File: src/rtl/wg_barrier_ctrl.sv
// Workgroup barrier tracker: holds wavefronts that reach s_barrier and releases all members
// of a workgroup together once its last member arrives.
module wg_barrier_ctrl #(
    parameter int NUM_WF = 40,
    parameter int WFID_W = 6,
    parameter int CNT_W  = 4
) (
    input  logic              clk,
    input  logic              rst,
    input  logic              barrier_req,
    input  logic [WFID_W-1:0] barrier_wfid,
    output logic [WFID_W-1:0] lookup_wfid,
    input  logic [WFID_W-1:0] lookup_wgid,
    input  logic [CNT_W-1:0]  lookup_wf_count,
    input  logic              halt,
    input  logic [WFID_W-1:0] halt_wfid,
    output logic [NUM_WF-1:0] waiting_mask,
    output logic              release_valid,
    output logic [NUM_WF-1:0] release_mask,
    output logic              err_dup
);

    logic [NUM_WF-1:0] wait_q, wait_d;
    logic [WFID_W-1:0] wg_of_q [NUM_WF];
    logic [WFID_W-1:0] wg_of_d [NUM_WF];
    logic [CNT_W-1:0]  arr_cnt_q [NUM_WF];
    logic [CNT_W-1:0]  arr_cnt_d [NUM_WF];

    logic              release_valid_q, release_valid_d;
    logic [NUM_WF-1:0] release_mask_q, release_mask_d;
    logic              err_dup_q, err_dup_d;

    logic              w_ok, g_ok, h_ok;
    logic              halt_hit, arr_valid;
    logic [WFID_W-1:0] halt_g;
    logic [CNT_W-1:0]  c_eff, n_cnt;

    assign lookup_wfid = barrier_wfid;

    assign w_ok     = 32'(barrier_wfid) < NUM_WF;
    assign g_ok     = 32'(lookup_wgid) < NUM_WF;
    assign h_ok     = 32'(halt_wfid) < NUM_WF;
    assign halt_hit = halt && h_ok && wait_q[halt_wfid];
    assign halt_g   = wg_of_q[halt_wfid];
    // A halt on the arriving slot kills the arrival outright (and suppresses err_dup).
    assign arr_valid = barrier_req && w_ok && g_ok && !(halt && (halt_wfid == barrier_wfid));
    assign c_eff     = (lookup_wf_count == '0) ? CNT_W'(1) : lookup_wf_count;

    always_comb begin
        wait_d          = wait_q;
        wg_of_d         = wg_of_q;
        arr_cnt_d       = arr_cnt_q;
        release_valid_d = 1'b0;
        release_mask_d  = '0;
        err_dup_d       = 1'b0;
        n_cnt           = '0;

        // Halt is applied first so a same-cycle arrival sees the decremented count.
        if (halt_hit) begin
            wait_d[halt_wfid] = 1'b0;
            if (arr_cnt_d[halt_g] != '0) begin
                arr_cnt_d[halt_g] = arr_cnt_d[halt_g] - CNT_W'(1);
            end
        end

        if (arr_valid) begin
            n_cnt = arr_cnt_d[lookup_wgid] + CNT_W'(1);
            if (wait_q[barrier_wfid]) begin
                err_dup_d = 1'b1;
            end else if (n_cnt >= c_eff) begin
                arr_cnt_d[lookup_wgid] = '0;
                for (int i = 0; i < NUM_WF; i++) begin
                    if (wait_d[i] && (wg_of_q[i] == lookup_wgid)) begin
                        release_mask_d[i] = 1'b1;
                    end
                end
                release_mask_d[barrier_wfid] = 1'b1;
                release_valid_d              = 1'b1;
                wait_d                       = wait_d & ~release_mask_d;
            end else begin
                wait_d[barrier_wfid]   = 1'b1;
                wg_of_d[barrier_wfid]  = lookup_wgid;
                arr_cnt_d[lookup_wgid] = n_cnt;
            end
        end
    end

    always_ff @(posedge clk or negedge rst) begin
        if (!rst) begin
            wait_q          <= '0;
            wg_of_q         <= '{default: '0};
            arr_cnt_q       <= '{default: '0};
            release_valid_q <= 1'b0;
            release_mask_q  <= '0;
            err_dup_q       <= 1'b0;
        end else begin
            wait_q          <= wait_d;
            wg_of_q         <= wg_of_d;
            arr_cnt_q       <= arr_cnt_d;
            release_valid_q <= release_valid_d;
            release_mask_q  <= release_mask_d;
            err_dup_q       <= err_dup_d;
        end
    end

    assign waiting_mask  = wait_q;
    assign release_valid = release_valid_q;
    assign release_mask  = release_mask_q;
    assign err_dup       = err_dup_q;

endmodule

File: config.mk
export PLATFORM = sky130hd
export DESIGN_NAME = wg_barrier_ctrl
export DESIGN_NICKNAME = d
export VERILOG_FILES = /design/src/rtl/wg_barrier_ctrl.sv
export SDC_FILE = /design/constraint.sdc
export NUM_CORES = 1
export LEC_CHECK = 0
export ABC_AREA = 1
export BUFFER_PORTS_ARGS = -buffer_cell sky130_fd_sc_hd__buf_2
export CAP_MARGIN = 40
export CORE_ASPECT_RATIO = 1.5
export CORE_UTILIZATION = 39
export CTS_BUF_LIST = sky130_fd_sc_hd__clkbuf_2
export DETAILED_ROUTE_END_ITERATION = 6
export PLACE_DENSITY = 0.54
export SYNTH_ARGS = -nofsm -noshare
export SYNTH_HDL_FRONTEND = slang
export SYNTH_SLANG_ARGS = --single-unit
File: constraint.sdc
create_clock -name clk -period 6.5 [get_ports clk]
set_input_delay 0.325 -clock clk [delete_from_list [all_inputs] [get_ports clk]]
set_output_delay 0.325 -clock clk [all_outputs]
set_load 0.005 [all_outputs]
==> flow_summary.json, run 1 <==
{
  "rows": 126,
  "synthArstFlopShare": 1.00,
  "nFillCells": 8064,
  "clock_skew_ns": 0.132,
  "cp-start-kind": "flip-flop",
  "dieArea_um2": 81200,
  "synth_fa_ha_area_frac": 0.00200,
  "synth_flop_cell": "dfrtp_1",
  "dr.pass1.iters": 6,
  "gp_congestion": 1.06,
  "gr-total-overflow": 0,
  "finalSetupTns_ns": 0,
  "via_count": 36358,
  "sw_frac_of_total": 0.408,
  "maxUsedRoutingLayer": "met4",
  "max-slew-margin-rel": 0.300,
  "core_um2": 79000,
  "yosysWarnings": 0,
  "dr_wl_met3_um": 11400,
  "cap_viol_max_count": 0,
  "start_util": 0.395,
  "hold_slack_ns": 0.190,
  "intPower_mw": 5.55,
  "path_max_fanout": 8,
  "ios": 114,
  "p_clk_frac": 0.272,
  "synth-compound-area-share": 0.141,
  "cts_tree": "built",
  "clock.fmax_mhz": 157,
  "finalHoldViolCount": 0,
  "avgSynthCellArea_um2": 6.65,
  "p_sw_mw": 3.83,
  "min_path_type": "primary input to flip-flop",
  "utilization": 0.519,
  "nNetsFinal": 5489,
  "synth_xor_xnor_area_share": 0.0306,
  "cts_root_buffer": "clkbuf_2",
  "synthCells": 4698,
  "grt_pass1_vias": 35456,
  "synth_area_um2": 31200,
  "setup_violations": 0,
  "end_kind": "flip-flop",
  "wl_met1_um": 54700,
  "slew_viol_final": 0,
  "drtAntennaViolNets": 0,
  "grt_first_pass_wirelength_um": 221000,
  "wl_um": 154000,
  "total_power_mw": 9.37,
  "synth_top_area_cell": "dfrtp_1",
  "final_cell_mix": "nand2_1, buf_4, dfrtp_1",
  "synth_cell_type_count": 52,
  "ys_ff_latch": 482,
  "worstMarginPinSlew_ns": 1.05,
  "clkSinkCount": 482,
  "synth_top_family_by_area": "simple AND/OR/NAND/NOR gates",
  "crit_top_cell": "nand2_1",
  "placedCellCount": 6236,
  "die_h_um": 349,
  "ir_drop_uv": 246,
  "port-buffer-count": 113,
  "synth_top_cell_area_share": 0.386,
  "clock_path_buffers": 3,
  "status": "finished, final reports clean",
  "combPwrFrac": 0.359,
  "fin_crit_sh": 0.980,
  "clk_transition_reported_paths_ns": 0.11,
  "die_w_um": 233,
  "timing.final.crit_period_ns": 6.37,
  "dp_hpwl_um": 107000,
  "crit_arrival_ns": 7.66,
  "clk_latency_ns": 1.50,
  "final_common_cell": "nand2_1",
  "drc_errors": 0,
  "crit_slowest_cell": "dfrtp_1",
  "synth_seq_area_share": 0.386,
  "stdcell_count": 6579,
  "seqPwrFrac": 0.368,
  "cp.required_ns": 7.79,
  "wire_per_inst_um": 23.4,
  "syn_to_final_growth_pct": 31.3,
  "antenna_found_initial": 2,
  "synthTopCellsByArea": "dfrtp_1, nand2_1, o21ai_0",
  "synth_edf_count": 0,
  "grt_start_max_net_pins": 155,
  "synth_simple_gate_area_frac": 0.340,
  "viasPerCell": 5.53,
  "drtIter0Drc": 3446,
  "power_density_nw_per_um2": 229,
  "drive_above_1_share": 0.230,
  "cts_buffers": 134,
  "synthMuxAreaShare": 0,
  "leakagePower_nw": 20.3,
  "synth_nets": 4729,
  "criticalPathCategory": "flip-flop to flip-flop",
  "grt_use_total": 0.371,
  "htree_levels": 4,
  "wl_met2_um": 71400,
  "critical-path-max-stage-delay_ns": 0.53
}
[stage by stage]
step,cell area [um2],setup WS [ns]
finish,41000,0.129
global route,41000,-0.0951
CTS,39700,0.00235
detailed placement,37600,-0.558
global placement,37500,-0.560
floorplan,31200,0.330
[cell families after synthesis]
logic type	count (synthesis)
and+or+nand+nor	2549
AOI/OAI and AO/OA	780
buffers and inverters	773
adders and majority gates	5
DFF	482
xor gates and xnor gates	109
[critical path, delay by kind of cell (launching register included)]
family / cells / cell delay [ns]
and+or+nand+nor: 30 / 3.40
buffers and inverters: 11 / 1.46
DFF: 1 / 0.53
adders and majority gates: 2 / 0.46
AOI/OAI and AO/OA: 2 / 0.29
[per-layer routing]
layer,track usage,vias up
li1,-,16831
met1,0.408,16838
met2,0.604,1967
met3,0.0733,722
met4,0.333,0
met5,0,-
[flip-flops by register name, indices dropped and copies added (netlist names)]
register       cells
waiting_mask      40
wg_of_q          240
release_mask      40
release_valid      1
err_dup            1
arr_cnt_q        160
[final timing paths]
kind                            slack [ns]      startpoint  cells past startpoint             end
worst max-delay path                  0.13    wg_of_q[234]                     45     wg_of_q[20]
worst min-delay path                  0.19  lookup_wgid[1]                      5    wg_of_q[169]
worst max register to register        0.13    wg_of_q[234]                     45     wg_of_q[20]
worst min register to register        0.50    wg_of_q[199]                      2    wg_of_q[199]
max in group asynchronous             4.30             rst                      7    wg_of_q[217]
min in group asynchronous             0.61             rst                      5  arr_cnt_q[157]
[cell type report]
| type | instances | area (um2) | area share |
|---|---|---|---|
| diodes | 1 | 2.50 | 0.0000610 |
| flip-flops and latches | 482 | 12100 | 0.294 |
| well taps | 1024 | 1280 | 0.0313 |
| clock inverters | 52 | 428 | 0.0104 |
| repair buffers | 889 | 7610 | 0.186 |
| multi-input cells | 3445 | 16800 | 0.410 |
| clock buffers | 180 | 901 | 0.0220 |
| inverters | 506 | 1900 | 0.0464 |
[timing repair]
action	4_1_cts	5_1_grt
hold buffers	58	0
cloned	2	21
setup endpoints to repair	259	481
hold endpoints to repair	902	0
pin swaps	6	57
gates resized for setup	22	221
buffers inserted	5	24
[cell usage after synthesis, drive strengths merged, types with 24 or more instances]
library cell and instances:
o211ai 24, nand3 388, dfrtp 482, o21ai 463, a31oi 36, a21oi 95, nor4 33, nand2 1509
o22ai 81, nand4 79, nor2 472, clkbuf 149, nor3 45, inv 496, xor2 95, buf 118
[power by group through the flow]
stage / sequential (mW) / clock, mW / combinational, mW
after CTS: 3.44 / 2.63 / 3.07
final: 3.45 / 2.55 / 3.37
after floorplan: 3.42 / 0 / 1.37
after global routing: 3.47 / 2.77 / 3.51
after global placement: 3.50 / 0 / 2.98
after detailed placement: 3.49 / 0 / 2.99
Note: power is estimated with default switching activity, not from simulation.
==> run 2: changes to the inputs <==
Settings changed: BUFFER_PORTS_ARGS -buffer_cell sky130_fd_sc_hd__buf_2 to -buffer_cell sky130_fd_sc_hd__buf_4.
==> flow_summary.json, run 2 (synthesis results as in run 1) <==
{
  "viasPerCell": 5.51,
  "worstMarginPinSlew_ns": 1.18,
  "postPlaceCellArea_um2": 38100,
  "fin_crit_sh": 1.02,
  "largest_register_ffs": 240,
  "clock.fmax_mhz": 150,
  "wire_per_inst_um": 23.2,
  "syn_to_final_growth_pct": 30.4,
  "die_h_um": 349,
  "drtIter0Drc": 3396,
  "regMostFlops": "wg_of_q",
  "cts_root_buffer": "clkbuf_2",
  "via_count": 36316,
  "clock_path_buffers": 3,
  "core_um2": 79000,
  "end_kind": "flip-flop",
  "htree_levels": 4,
  "clk_latency_ns": 1.59,
  "ir_drop_uv": 194,
  "crit_top_cell": "nand2_1",
  "cap_viol_max_count": 0,
  "clkSinkCount": 482,
  "rows": 126,
  "antenna_found_initial": 2,
  "hold_slack_ns": 0.115,
  "final_cell_mix": "nand2_1, buf_4, dfrtp_1",
  "final_common_cell": "nand2_1",
  "rsz0062_at_grt": "true",
  "min_path_type": "primary input to flip-flop",
  "grt_first_pass_wirelength_um": 225000,
  "slew_viol_final": 0,
  "dp_hpwl_um": 106000,
  "gp_congestion": 1.05,
  "final_area_um2": 40700,
  "dieArea_um2": 81200,
  "crit_arrival_ns": 8.08,
  "cp-start-kind": "primary input",
  "die_w_um": 233,
  "setup_violations": 275,
  "start_util": 0.395,
  "clk_transition_reported_paths_ns": 0.09,
  "power_density_nw_per_um2": 222,
  "fin_ws_ns": -0.149,
  "criticalPathCategory": "primary input to flip-flop",
  "grt_pass1_vias": 35955,
  "port-buffer-count": 113,
  "max-slew-margin-rel": 0.214,
  "top_regs": "wg_of_q x240, arr_cnt_q x160",
  "clock_skew_ns": 0.125,
  "nNetsFinal": 5514,
  "grt_use_total": 0.378,
  "path_max_fanout": 21,
  "crit_slowest_cell": "dlygate4sd3_1",
  "stdcell_count": 6588,
  "drc_errors": 1,
  "grt_start_max_net_pins": 157,
  "critical-path-max-stage-delay_ns": 0.61,
  "cp.required_ns": 7.93,
  "leakagePower_nw": 20.3,
  "finalHoldViolCount": 0,
  "dr.pass1.iters": 7,
  "status": "finished with violations",
  "violations": "design-rule violations, negative setup slack",
  "cts_buffers": 134,
  "drtAntennaViolNets": 0,
  "wl_um": 153000,
  "cts_tree": "built",
  "drive_above_1_share": 0.220,
  "timing.final.crit_period_ns": 6.65,
  "placedCellCount": 6281,
  "gr-total-overflow": 0,
  "ios": 114
}
-- run 2: changes by cell type in the layout (fill, tap and decap cells not counted), moves of 9 or more --
cell	change
clkbuf_16	-13
nand3_1	+30
buf_6	-9
o21ai_0	+10
clkinv_1	-25
buf_4	+155
nand2_2	-40
buf_2	-114
nand2_1	+45
dlygate4sd3_1	+17
a21oi_1	-9
nand3_2	-25
-- run 2: cell type report --
class | instances | area, um2
well taps | 1024 | 1280
clock buffers | 179 | 896
multi-input cells | 3443 | 16500
diodes | 7 | 17.5
fillers | 8076 | 38300
inverters | 506 | 1900
flip-flops and latches | 482 | 12100
clock inverters | 31 | 272
repair buffers | 916 | 7780
-- run 2: stage by stage --
| stage | setup WS (ns) | power, mW | TNS, ns | utilization |
|---|---|---|---|---|
| after floorplan | 0.330 | 4.79 | 0 | - |
| after global placement | -0.829 | 6.48 | -293.33 | 0.482 |
| after detailed placement | -0.820 | 6.49 | -306.27 | 0.483 |
| after CTS | 0.00148 | 8.98 | 0 | 0.510 |
| after global routing | -0.298 | 9.43 | -82.53 | 0.516 |
| final | -0.149 | 9.04 | -10.91 | 0.516 |
-- run 2: metal layers --
| layer | track usage | up-vias | part of all wire |
|---|---|---|---|
| li1 | - | 16834 | - |
| met1 | 0.414 | 16979 | 0.36 |
| met2 | 0.623 | 1808 | 0.47 |
| met3 | 0.0715 | 695 | 0.072 |
| met4 | 0.334 | 0 | 0.10 |
| met5 | 0 | - | 0 |
-- run 2: report_power, final --
group          switching, mW  internal (mW)  total (mW)
logic                   2.06           1.16        3.22
clock network           1.47          0.912        2.38
registers              0.204           3.24        3.44
-- run 2: timing repair --
action | CTS | global route
hold endpoints to repair | 910 | 0
setup endpoints to repair | 477 | 481
cloned | 2 | 1
pin swaps | 3 | 14
gates resized for setup | 48 | 98
hold buffers | 75 | 0
buffers inserted | 5 | 7
-- run 2: worst paths after layout --
kind | from | endpoint | slack, ns | cells past startpoint
max | halt_wfid[3] | wg_of_q[18] | -0.15 | 49
min | barrier_wfid[1] | release_mask[5] | 0.12 | 7
max reg2reg | wg_of_q[158] | wg_of_q[18] | -0.03 | 49
min reg2reg | wg_of_q[164] | wg_of_q[164] | 0.50 | 2
max in group asynchronous | rst | wg_of_q[63] | 4.85 | 6
min in group asynchronous | rst | arr_cnt_q[150] | 0.37 | 5
-- run 2: critical path, delay by kind of cell --
family / cells / cell delay [ns]
simple gates: 26 / 3.13
fa+ha+maj: 2 / 0.49
buf+inv: 18 / 3.74
compound gates: 3 / 0.38
